===== src/rtl/syncgen_shadow_if.sv =====
// Configuration bus between the register block and syncgen_shadow:
// modeline fields, load strobe, and the apply/reject status returned by the generator.
interface syncgen_shadow_if #(
  parameter int CNT_WIDTH = 12,
  parameter int REP_WIDTH = 2
);
  logic                 cfg_load;
  logic [CNT_WIDTH-1:0] cfg_h_res;
  logic [CNT_WIDTH-1:0] cfg_h_sync_start;
  logic [CNT_WIDTH-1:0] cfg_h_sync_end;
  logic [CNT_WIDTH-1:0] cfg_h_length;
  logic [CNT_WIDTH-1:0] cfg_h_halfline;
  logic [CNT_WIDTH-1:0] cfg_v_res;
  logic [CNT_WIDTH-1:0] cfg_v_sync_start;
  logic [CNT_WIDTH-1:0] cfg_v_sync_end;
  logic [CNT_WIDTH-1:0] cfg_v_length;
  logic                 cfg_interlaced;
  logic [REP_WIDTH-1:0] cfg_h_rep;
  logic                 cfg_pending;
  logic                 cfg_ack;
  logic                 cfg_err;

  modport master (
    output cfg_load, cfg_h_res, cfg_h_sync_start, cfg_h_sync_end, cfg_h_length,
           cfg_h_halfline, cfg_v_res, cfg_v_sync_start, cfg_v_sync_end, cfg_v_length,
           cfg_interlaced, cfg_h_rep,
    input  cfg_pending, cfg_ack, cfg_err
  );

  modport slave (
    input  cfg_load, cfg_h_res, cfg_h_sync_start, cfg_h_sync_end, cfg_h_length,
           cfg_h_halfline, cfg_v_res, cfg_v_sync_start, cfg_v_sync_end, cfg_v_length,
           cfg_interlaced, cfg_h_rep,
    output cfg_pending, cfg_ack, cfg_err
  );
endinterface


===== src/rtl/syncgen_shadow.sv =====
// Video timing generator with shadowed modeline registers applied only at the frame
// boundary; supports horizontal pixel repetition and interlaced fields.
module syncgen_shadow #(
  parameter int CNT_WIDTH = 12,
  parameter int REP_WIDTH = 2
) (
  input  logic                 clk,
  input  logic                 rst,
  input  logic                 clk_en,
  syncgen_shadow_if.slave      cfg,
  output logic [CNT_WIDTH-1:0] h_pos,
  output logic [CNT_WIDTH-1:0] v_pos,
  output logic                 pixel_en,
  output logic                 h_sync,
  output logic                 v_sync,
  output logic                 c_sync,
  output logic                 h_blank,
  output logic                 v_blank,
  output logic                 field,
  output logic                 frame_start
);
  typedef logic [CNT_WIDTH-1:0] cnt_t;

  typedef struct packed {
    cnt_t                 h_res;
    cnt_t                 h_sync_start;
    cnt_t                 h_sync_end;
    cnt_t                 h_length;
    cnt_t                 h_halfline;
    cnt_t                 v_res;
    cnt_t                 v_sync_start;
    cnt_t                 v_sync_end;
    cnt_t                 v_length;
    logic                 interlaced;
    logic [REP_WIDTH-1:0] h_rep;
  } modeline_t;

  typedef enum logic {IDLE, RUN} state_t;

  state_t               state_q, state_d;
  modeline_t            cfg_in, staging_q, active_q, apply_src;
  logic                 pending_q, load_ok, do_apply;
  cnt_t                 dot_q, line_q, hcnt_q, v_edge;
  logic [REP_WIDTH-1:0] rep_q;
  logic                 field_q;
  logic                 last_dot, last_line, at_apply;
  logic                 hb_d, vb_d, hs_d, vs_d, vs_after, vs_before;

  assign cfg_in = '{h_res:        cfg.cfg_h_res,
                    h_sync_start: cfg.cfg_h_sync_start,
                    h_sync_end:   cfg.cfg_h_sync_end,
                    h_length:     cfg.cfg_h_length,
                    h_halfline:   cfg.cfg_h_halfline,
                    v_res:        cfg.cfg_v_res,
                    v_sync_start: cfg.cfg_v_sync_start,
                    v_sync_end:   cfg.cfg_v_sync_end,
                    v_length:     cfg.cfg_v_length,
                    interlaced:   cfg.cfg_interlaced,
                    h_rep:        cfg.cfg_h_rep};

  assign load_ok = cfg.cfg_load
                && (cfg.cfg_h_length >= cnt_t'(2)) && (cfg.cfg_v_length >= cnt_t'(2))
                && (cfg.cfg_h_res <= cfg.cfg_h_length) && (cfg.cfg_v_res <= cfg.cfg_v_length);

  // A load accepted in the apply cycle bypasses staging and takes effect directly.
  assign apply_src = load_ok ? cfg_in : staging_q;

  assign last_dot  = dot_q  >= active_q.h_length - 1'b1;
  assign last_line = line_q >= active_q.v_length - 1'b1;
  assign at_apply  = last_dot && last_line && (field_q || !active_q.interlaced);

  // Field 1 moves both v_sync edges from dot 0 to the half-line dot.
  assign v_edge    = field_q ? active_q.h_halfline : '0;
  assign vs_after  = (line_q > active_q.v_sync_start)
                  || ((line_q == active_q.v_sync_start) && (dot_q >= v_edge));
  assign vs_before = (line_q < active_q.v_sync_end)
                  || ((line_q == active_q.v_sync_end) && (dot_q < v_edge));
  assign vs_d      = vs_after && vs_before;
  assign hs_d      = (dot_q >= active_q.h_sync_start) && (dot_q < active_q.h_sync_end);
  assign hb_d      = dot_q  >= active_q.h_res;
  assign vb_d      = line_q >= active_q.v_res;

  always_comb begin
    // NOTE: every combinational output gets a default first so no path infers a latch.
    state_d  = state_q;
    do_apply = 1'b0;
    case (state_q)
      IDLE: begin
        if (clk_en && pending_q) begin
          do_apply = 1'b1;
          state_d  = RUN;
        end
      end
      RUN: begin
        if (clk_en && at_apply && (pending_q || load_ok)) do_apply = 1'b1;
      end
      default: state_d = IDLE;
    endcase
  end

  always_ff @(posedge clk) begin
    // NOTE: sequential state uses non-blocking assignments so all registers update together.
    if (rst) begin
      state_q         <= IDLE;
      pending_q       <= 1'b0;
      staging_q       <= '0;
      active_q        <= '0;
      cfg.cfg_ack     <= 1'b0;
      cfg.cfg_err     <= 1'b0;
    end else begin
      state_q         <= state_d;
      cfg.cfg_ack     <= do_apply;
      cfg.cfg_err     <= cfg.cfg_load && !load_ok;
      if (load_ok) staging_q <= cfg_in;
      if (do_apply) begin
        active_q  <= apply_src;
        pending_q <= 1'b0;
      end else if (load_ok) begin
        pending_q <= 1'b1;
      end
    end
  end

  assign cfg.cfg_pending = pending_q;

  always_ff @(posedge clk) begin
    if (rst || state_q == IDLE) begin
      dot_q       <= '0;
      line_q      <= '0;
      hcnt_q      <= '0;
      rep_q       <= '0;
      field_q     <= 1'b0;
      h_pos       <= '0;
      v_pos       <= '0;
      pixel_en    <= 1'b0;
      h_sync      <= 1'b0;
      v_sync      <= 1'b0;
      c_sync      <= 1'b0;
      h_blank     <= 1'b1;
      v_blank     <= 1'b1;
      field       <= 1'b0;
      frame_start <= 1'b0;
    end else if (clk_en) begin
      h_pos       <= hcnt_q;
      v_pos       <= active_q.interlaced ? {line_q[CNT_WIDTH-2:0], field_q} : line_q;
      pixel_en    <= !hb_d && !vb_d && (rep_q == '0);
      h_sync      <= hs_d;
      v_sync      <= vs_d;
      c_sync      <= hs_d ^ vs_d;
      h_blank     <= hb_d;
      v_blank     <= vb_d;
      field       <= field_q;
      frame_start <= (dot_q == '0) && (line_q == '0) && !field_q;

      if (last_dot) begin
        dot_q  <= '0;
        rep_q  <= '0;
        hcnt_q <= '0;
        if (last_line) begin
          line_q  <= '0;
          field_q <= active_q.interlaced ? !field_q : 1'b0;
        end else begin
          line_q <= line_q + 1'b1;
        end
      end else begin
        dot_q <= dot_q + 1'b1;
        if (rep_q == active_q.h_rep) begin
          rep_q  <= '0;
          hcnt_q <= hcnt_q + 1'b1;
        end else begin
          rep_q <= rep_q + 1'b1;
        end
      end

      if (do_apply) begin
        dot_q   <= '0;
        line_q  <= '0;
        hcnt_q  <= '0;
        rep_q   <= '0;
        field_q <= 1'b0;
      end
    end
  end
endmodule


===== src/flat_wrapper.sv =====
// flat-port wrapper written by rule: the top's interface ports become plain ports
module syncgen_shadow_flat 
#(
  parameter int CNT_WIDTH = 12,
  parameter int REP_WIDTH = 2
)
  (clk, rst, clk_en, h_pos, v_pos, pixel_en, h_sync, v_sync, c_sync, h_blank, v_blank, field, frame_start, cfg_cfg_load, cfg_cfg_h_res, cfg_cfg_h_sync_start, cfg_cfg_h_sync_end, cfg_cfg_h_length, cfg_cfg_h_halfline, cfg_cfg_v_res, cfg_cfg_v_sync_start, cfg_cfg_v_sync_end, cfg_cfg_v_length, cfg_cfg_interlaced, cfg_cfg_h_rep, cfg_cfg_pending, cfg_cfg_ack, cfg_cfg_err);
  syncgen_shadow_if #(.CNT_WIDTH(CNT_WIDTH), .REP_WIDTH(REP_WIDTH)) cfg_i ();
  input  logic clk;
  input  logic rst;
  input  logic clk_en;
  output logic [CNT_WIDTH-1:0] h_pos;
  output logic [CNT_WIDTH-1:0] v_pos;
  output logic pixel_en;
  output logic h_sync;
  output logic v_sync;
  output logic c_sync;
  output logic h_blank;
  output logic v_blank;
  output logic field;
  output logic frame_start;
  input wire logic [$bits(cfg_i.cfg_load)-1:0] cfg_cfg_load;
  input wire logic [$bits(cfg_i.cfg_h_res)-1:0] cfg_cfg_h_res;
  input wire logic [$bits(cfg_i.cfg_h_sync_start)-1:0] cfg_cfg_h_sync_start;
  input wire logic [$bits(cfg_i.cfg_h_sync_end)-1:0] cfg_cfg_h_sync_end;
  input wire logic [$bits(cfg_i.cfg_h_length)-1:0] cfg_cfg_h_length;
  input wire logic [$bits(cfg_i.cfg_h_halfline)-1:0] cfg_cfg_h_halfline;
  input wire logic [$bits(cfg_i.cfg_v_res)-1:0] cfg_cfg_v_res;
  input wire logic [$bits(cfg_i.cfg_v_sync_start)-1:0] cfg_cfg_v_sync_start;
  input wire logic [$bits(cfg_i.cfg_v_sync_end)-1:0] cfg_cfg_v_sync_end;
  input wire logic [$bits(cfg_i.cfg_v_length)-1:0] cfg_cfg_v_length;
  input wire logic [$bits(cfg_i.cfg_interlaced)-1:0] cfg_cfg_interlaced;
  input wire logic [$bits(cfg_i.cfg_h_rep)-1:0] cfg_cfg_h_rep;
  output wire logic [$bits(cfg_i.cfg_pending)-1:0] cfg_cfg_pending;
  output wire logic [$bits(cfg_i.cfg_ack)-1:0] cfg_cfg_ack;
  output wire logic [$bits(cfg_i.cfg_err)-1:0] cfg_cfg_err;
  assign cfg_i.cfg_load = cfg_cfg_load;
  assign cfg_i.cfg_h_res = cfg_cfg_h_res;
  assign cfg_i.cfg_h_sync_start = cfg_cfg_h_sync_start;
  assign cfg_i.cfg_h_sync_end = cfg_cfg_h_sync_end;
  assign cfg_i.cfg_h_length = cfg_cfg_h_length;
  assign cfg_i.cfg_h_halfline = cfg_cfg_h_halfline;
  assign cfg_i.cfg_v_res = cfg_cfg_v_res;
  assign cfg_i.cfg_v_sync_start = cfg_cfg_v_sync_start;
  assign cfg_i.cfg_v_sync_end = cfg_cfg_v_sync_end;
  assign cfg_i.cfg_v_length = cfg_cfg_v_length;
  assign cfg_i.cfg_interlaced = cfg_cfg_interlaced;
  assign cfg_i.cfg_h_rep = cfg_cfg_h_rep;
  assign cfg_cfg_pending = cfg_i.cfg_pending;
  assign cfg_cfg_ack = cfg_i.cfg_ack;
  assign cfg_cfg_err = cfg_i.cfg_err;
  syncgen_shadow #(.CNT_WIDTH(CNT_WIDTH), .REP_WIDTH(REP_WIDTH)) u_core (.clk(clk), .rst(rst), .clk_en(clk_en), .cfg(cfg_i), .h_pos(h_pos), .v_pos(v_pos), .pixel_en(pixel_en), .h_sync(h_sync), .v_sync(v_sync), .c_sync(c_sync), .h_blank(h_blank), .v_blank(v_blank), .field(field), .frame_start(frame_start));
endmodule

===== config.mk =====
export PLATFORM = sky130hd
export DESIGN_NAME = syncgen_shadow_flat
export DESIGN_NICKNAME = d
export VERILOG_FILES = /design/src/rtl/syncgen_shadow_if.sv /design/src/rtl/syncgen_shadow.sv /design/src/flat_wrapper.sv
export SDC_FILE = /design/constraint.sdc
export NUM_CORES = 1
export LEC_CHECK = 0
export CORE_ASPECT_RATIO = 0.7
export CORE_MARGIN = 2
export CORE_UTILIZATION = 50
export DETAILED_ROUTE_END_ITERATION = 6
export PLACE_DENSITY = 0.7
export SKIP_LAST_GASP = 1
export SYNTH_ARGS = -nofsm -noshare
export SYNTH_HDL_FRONTEND = slang
export SYNTH_SLANG_ARGS = --single-unit
export TNS_END_PERCENT = 20

===== constraint.sdc =====
create_clock -name clk -period 3.9 [get_ports clk]
set_clock_uncertainty 0.1 [all_clocks]
set_input_delay 0.78 -clock clk [delete_from_list [all_inputs] [get_ports clk]]
set_output_delay 0.78 -clock clk [all_outputs]
set_load 0.05 [all_outputs]

==> impl_metrics.toml, run 1 <==
[global_route]
grt_pass1_wl_mm = 65.7
grt_max_degree = 158
antenna_found_initial = 1
grt_pass1_vias = 12240
grt.overflow.total = 0
grt.total_usage = 0.257

[finish]
syn_to_final_growth_pct = 20.9
final_cell_area_mm2 = 0.0185
fin_util = 0.615
nNetsFinal = 2029
drive_above_1_share = 0.114
mostFrequentLayoutCells = "297 x dfxtp_1, 210 x nor2_1, 147 x clkdlybuf4s50_1"
layout_commonest_cell = "dfxtp_1"

[timing]
tightestPinTransition_ns = 0.881
timing.fmax_ghz = 0.266
fin_crit_sh = 0.962
slew_viol_final = 0
slew-limit-headroom = 0.413
finalWorstPathRequiredPeriod_ns = 3.75
finalSetupViolations = 0
hold-worst-slack_ns = 0.373
hold_viol = 0
finalSetupTns_ns = 0

[critical_path]
path_class = "reg -> reg"
cp_slowest_stage_delay_ns = 0.56
cp_data_required_time_ns = 4.25
cp.arrival_ns = 4.11
start_kind = "flop"
crit_start = "u_core.active_q[10]"
path_cells = "or4_1, nor3_2, xnor2_1, ha_1, nand4_1, nor2_2, a2111oi_4, a21o_1, nor4_4, buf_4, a211o_4, buf_12, a221oi_1"
cp_slowest_cell = "or4_1"
cp_max_fo = 44
reg2reg_from = "u_core.active_q[10]"
endpoint_kind = "flop"

[floorplanning]
die_h_um = 150
initial_utilization = 0.509
core_mm2 = 0.0300
die_w_um = 213
die-area_mm2 = 0.0320
pin_count = 150
num_rows = 53

[yosys]
synth_seq_cells = 297
synthFlopType = "dfxtp_1"
syn-cell-area_mm2 = 0.0153
async_flop_share = 0
synth_edf_count = 0
yosys_warnings = 0
ys_seq_area_frac = 0.389
synthTopCellsByArea = "dfxtp_1 39%, ha_1 11%, mux2i_1 9.0%"
yosysUniqueCellTypes = 56
avgSynthCellArea_um2 = 9.34
synth.largest_area_cell = "dfxtp_1"
yosysTopAreaCellShare = 0.389
postSynthNetCount = 1891
synthCells = 1637

[min_path]
hold_start = "u_core.h_sync"
hold_path.class = "reg -> reg"

[power_and_ir_drop]
ir_drop_v = 0.000274
powerDensity_mw_per_mm2 = 401
power_mw = 7.41
p_leak_nw = 7.08

[drt]
ant_nets = 0
firstDrtPassIters = 5
drc = 0
drt_wl_total_mm = 41.1
num_vias = 12752
wl_per_cell_um = 18.6
via_per_inst = 5.77
first_iter_violations = 1052

[cts]
holdBufCountCts = 0
tritoncts = "done"
cts.sinks = 297
cts.path.max_buffers = 3
root_buffer = "clkbuf_16"
cts_buffers = 29
htreeDepth = 1
clock_latency_ns = 0.58
path_clk_slew_ns = 0.07

[place]
dpl-instance-area_mm2 = 0.0175
place_congestion = 0.877
portBuffers = 149
place_hpwl_mm = 29.2

[job]
maxCapViolCount = 0

[outcome]
status = "complete, no violations"
-- sequential cells by signal, summed over array words and instances (netlist names), 2 cells and up --
name,count
u_core.active_q,111
u_core.dot_q,12
u_core.hcnt_q,12
u_core.v_pos,12
u_core.rep_q,2
u_core.h_pos,12
u_core.staging_q,111
u_core.line_q,12
-- metrics by stage --
step / worst slack (ns) / cells
after floorplan: 0.564 / 1637
after global placement: 0.0636 / 2155
after detailed placement: 0.0663 / 2155
after CTS: 0.137 / 2208
after global routing: -0.0224 / 2209
final: 0.147 / 2210
-- metal layers --
layer	wire [um]	vias up	GRT usage	part of all wire
met5	0	-	0	0
met2	17500	389	0.384	0.43
met3	3280	58	0.0611	0.080
li1	-	6201	-	-
met1	19500	6104	0.373	0.47
met4	852	0	0.0612	0.021
-- power breakdown --
group	switching (mW)	internal, mW
registers	0.0740	3.18
logic	0.691	0.558
clock network	1.24	1.66
-- cell type report --
type | instances | area, um2
Antenna cell | 1 | 2.50
Clock buffer | 39 | 813
Clock inverter | 14 | 163
Fill cell | 2555 | 11600
Inverter | 107 | 402
Multi-Input combinational cell | 1125 | 8500
Sequential cell | 297 | 5950
Tap cell | 412 | 515
Timing Repair Buffer | 215 | 2150
-- critical path: cells and delay by family (launching register included) --
family,cells,cell delay (ns)
AOI/OAI and AO/OA,4,1.32
and+or+nand+nor,5,0.99
buffers and inverters,2,0.39
DFF,1,0.37
adders and majority gates,1,0.28
xor gates and xnor gates,1,0.16
-- worst paths after layout --
kind	endpoint	slack, ns	cells past startpoint
min	u_core.h_sync	0.37	2
min reg2reg	u_core.h_sync	0.37	2
max	u_core.active_q[72]	0.15	13
max reg2reg	u_core.active_q[72]	0.15	13
-- what timing repair did --
| item | CTS | global route |
|---|---|---|
| endpoints found under the setup margin | 0 | 112 |
| setup buffers | 0 | 1 |
| resized for setup | 0 | 7 |
-- cells by family (layout without fill, tap and decap cells) --
kind of cell	after synthesis	after routing	share of synthesized area
mux	137	137	0.0897
buf+inv	215	375	0.0600
flops	297	297	0.389
fa+ha+maj	139	139	0.114
xor+xnor	33	33	0.0189
other cells	0	1	0
simple gates	524	524	0.161
compound gates	292	292	0.168
-- synth_stat cells (all sizes together), types with 22 or more instances --
master,count
nand2,58
o21ai,46
mux2i,137
buf,47
clkbuf,61
ha,139
xnor2,22
a221oi,113
nor2,212
dfxtp,297
inv,107
a21oi,50
nand4,26
nor3,128
No activity file was read; power rests on OpenSTA's default activity.
==> inputs of run 2 (changes only) <==
--- a/config.mk
+++ b/config.mk
@@ -5,11 +5,12 @@
 export SDC_FILE = /design/constraint.sdc
 export NUM_CORES = 1
 export LEC_CHECK = 0
-export CORE_ASPECT_RATIO = 0.7
+export CAP_MARGIN = 10
+export CORE_ASPECT_RATIO = 0.9
 export CORE_MARGIN = 2
 export CORE_UTILIZATION = 50
 export DETAILED_ROUTE_END_ITERATION = 6
-export PLACE_DENSITY = 0.7
+export PLACE_DENSITY = 0.78
 export SKIP_LAST_GASP = 1
 export SYNTH_ARGS = -nofsm -noshare
 export SYNTH_HDL_FRONTEND = slang
==> impl_metrics.toml, run 2 (synthesized netlist as in run 1, its figures left out) <==
[global_route]
antenna_found_initial = 0
grt_pass1_vias = 12573
grt_max_degree = 140
grt.overflow.total = 0
grt.total_usage = 0.249
grt_pass1_wl_mm = 65.1

[floorplanning]
core_mm2 = 0.0300
die_w_um = 188
die_h_um = 170
pin_count = 150
initial_utilization = 0.509
die-area_mm2 = 0.0320
num_rows = 60

[critical_path]
start_kind = "flop"
critPathTopFamily = "simple AND/OR/NAND/NOR gates"
cp_max_fo = 16
cp_common_cell = "buf_4"
cp.arrival_ns = 4.14
endpoint_kind = "flop"
cp_slowest_stage_delay_ns = 0.59
path_cells = "or4_1, nor3_2, xnor2_1, ha_1, nand4_1, nor2_2, o2111ai_1, a21o_1, nor4_4, buf_4, buf_4, buf_4, nor3_1, a221oi_1"
path_buf_inv = 3
cp_slowest_cell = "or4_1"
path_class = "reg -> reg"
cp_data_required_time_ns = 4.21

[finish]
fillers = 2404
drive_above_1_share = 0.116
layout_commonest_cell = "dfxtp_1"
nNetsFinal = 2023
antennaDiodeCount = 0
mostFrequentLayoutCells = "297 x dfxtp_1, 210 x nor2_1, 147 x clkdlybuf4s50_1"
syn_to_final_growth_pct = 22.4
reg_top3 = "u_core.active_q x111, u_core.staging_q x111"

[power_and_ir_drop]
powerDensity_mw_per_mm2 = 430
ir_drop_v = 0.000302
p_leak_nw = 7.18

[timing]
fin_crit_sh = 0.984
hold-worst-slack_ns = 0.370
hold_viol = 0
slew-limit-headroom = 0.485
rsz0062_at_grt = "true"
slew_viol_final = 0
finalSetupViolations = 0
tightestPinTransition_ns = 0.772
timing.fmax_ghz = 0.261
finalWorstPathRequiredPeriod_ns = 3.84
setup_ws_ns = 0.0636

[min_path]
hold_path.class = "reg -> reg"

[cts]
cts_buffers = 34
tritoncts = "done"
cts.path.max_buffers = 3
holdBufCountCts = 0
cts.sinks = 297
root_buffer = "clkbuf_16"
path_clk_slew_ns = 0.06
htreeDepth = 2
clock_latency_ns = 0.51

[drt]
firstDrtPassIters = 5
wl_per_cell_um = 18.7
ant_nets = 0
num_vias = 13015
drc = 0
first_iter_violations = 1144
via_per_inst = 5.93
drt_wl_total_mm = 40.9

[place]
post-place-ws_ns = 0.0250
place_congestion = 0.885
place_hpwl_mm = 28.3
portBuffers = 149

[job]
maxCapViolCount = 0

[outcome]
status = "complete, no violations"
## run 2: cell types whose count changed in the layout (fill, tap and decap cells not counted), sizes merged
cell / change
diode: -1
inv: -1
buf: -11
clkinvlp: -2
clkbuf: +6
bufinv: +3
## run 2: layout make-up
type                    instances  area, um2  area share
flip-flops and latches        297       5950       0.318
multi-input cells            1125       8520       0.455
inverters                     107        402      0.0215
well taps                     403        504      0.0269
clock inverters                14        239      0.0128
repair buffers                204       2070       0.111
clock buffers                  45       1030      0.0548
## run 2: where the power goes
| part | internal, mW | switching, mW |
|---|---|---|
| registers | 3.18 | 0.0805 |
| clock network | 2.25 | 1.29 |
| logic | 0.545 | 0.694 |
| total | 5.98 | 2.06 |
## run 2: per-stage QoR
stage	util	instance area (um2)	cells	power [mW]	setup TNS, ns
after floorplan	-	15300	1637	4.13	0
after global placement	0.576	17300	2126	4.48	0
after detailed placement	0.576	17300	2126	4.53	0
after CTS	0.618	18600	2185	8.06	0
after global routing	0.623	18700	2195	8.33	-12.80
final	0.623	18700	2195	8.04	0
## run 2: final timing paths
path	from	end	slack, ns	depth (start not counted)
worst max-delay path	u_core.active_q[9]	u_core.active_q[104]	0.06	14
worst min-delay path	u_core.hcnt_q[11]	u_core.hcnt_q[11]	0.37	2
worst max register to register	u_core.active_q[9]	u_core.active_q[104]	0.06	14
worst min register to register	u_core.hcnt_q[11]	u_core.hcnt_q[11]	0.37	2
## run 2: what timing repair did
item / in CTS / in global routing
gates resized for setup: 0 / 12
buffers inserted: 0 / 10
endpoints found under the setup margin: 0 / 121
## run 2: tightest hold or removal path, cell delays in order (launching register included)
cell and delay (ns):
dfxtp_1 0.32, nand2_1 0.06, a21oi_1 0.05
## run 2: metal layers
layer,wire (um),part of all wire,vias to the layer above,GRT usage
met5,0,0,-,0
li1,-,-,6189,-
met4,1320,0.032,0,0.0941
met2,18700,0.46,476,0.404
met1,18000,0.44,6250,0.336
met3,2850,0.070,100,0.0373
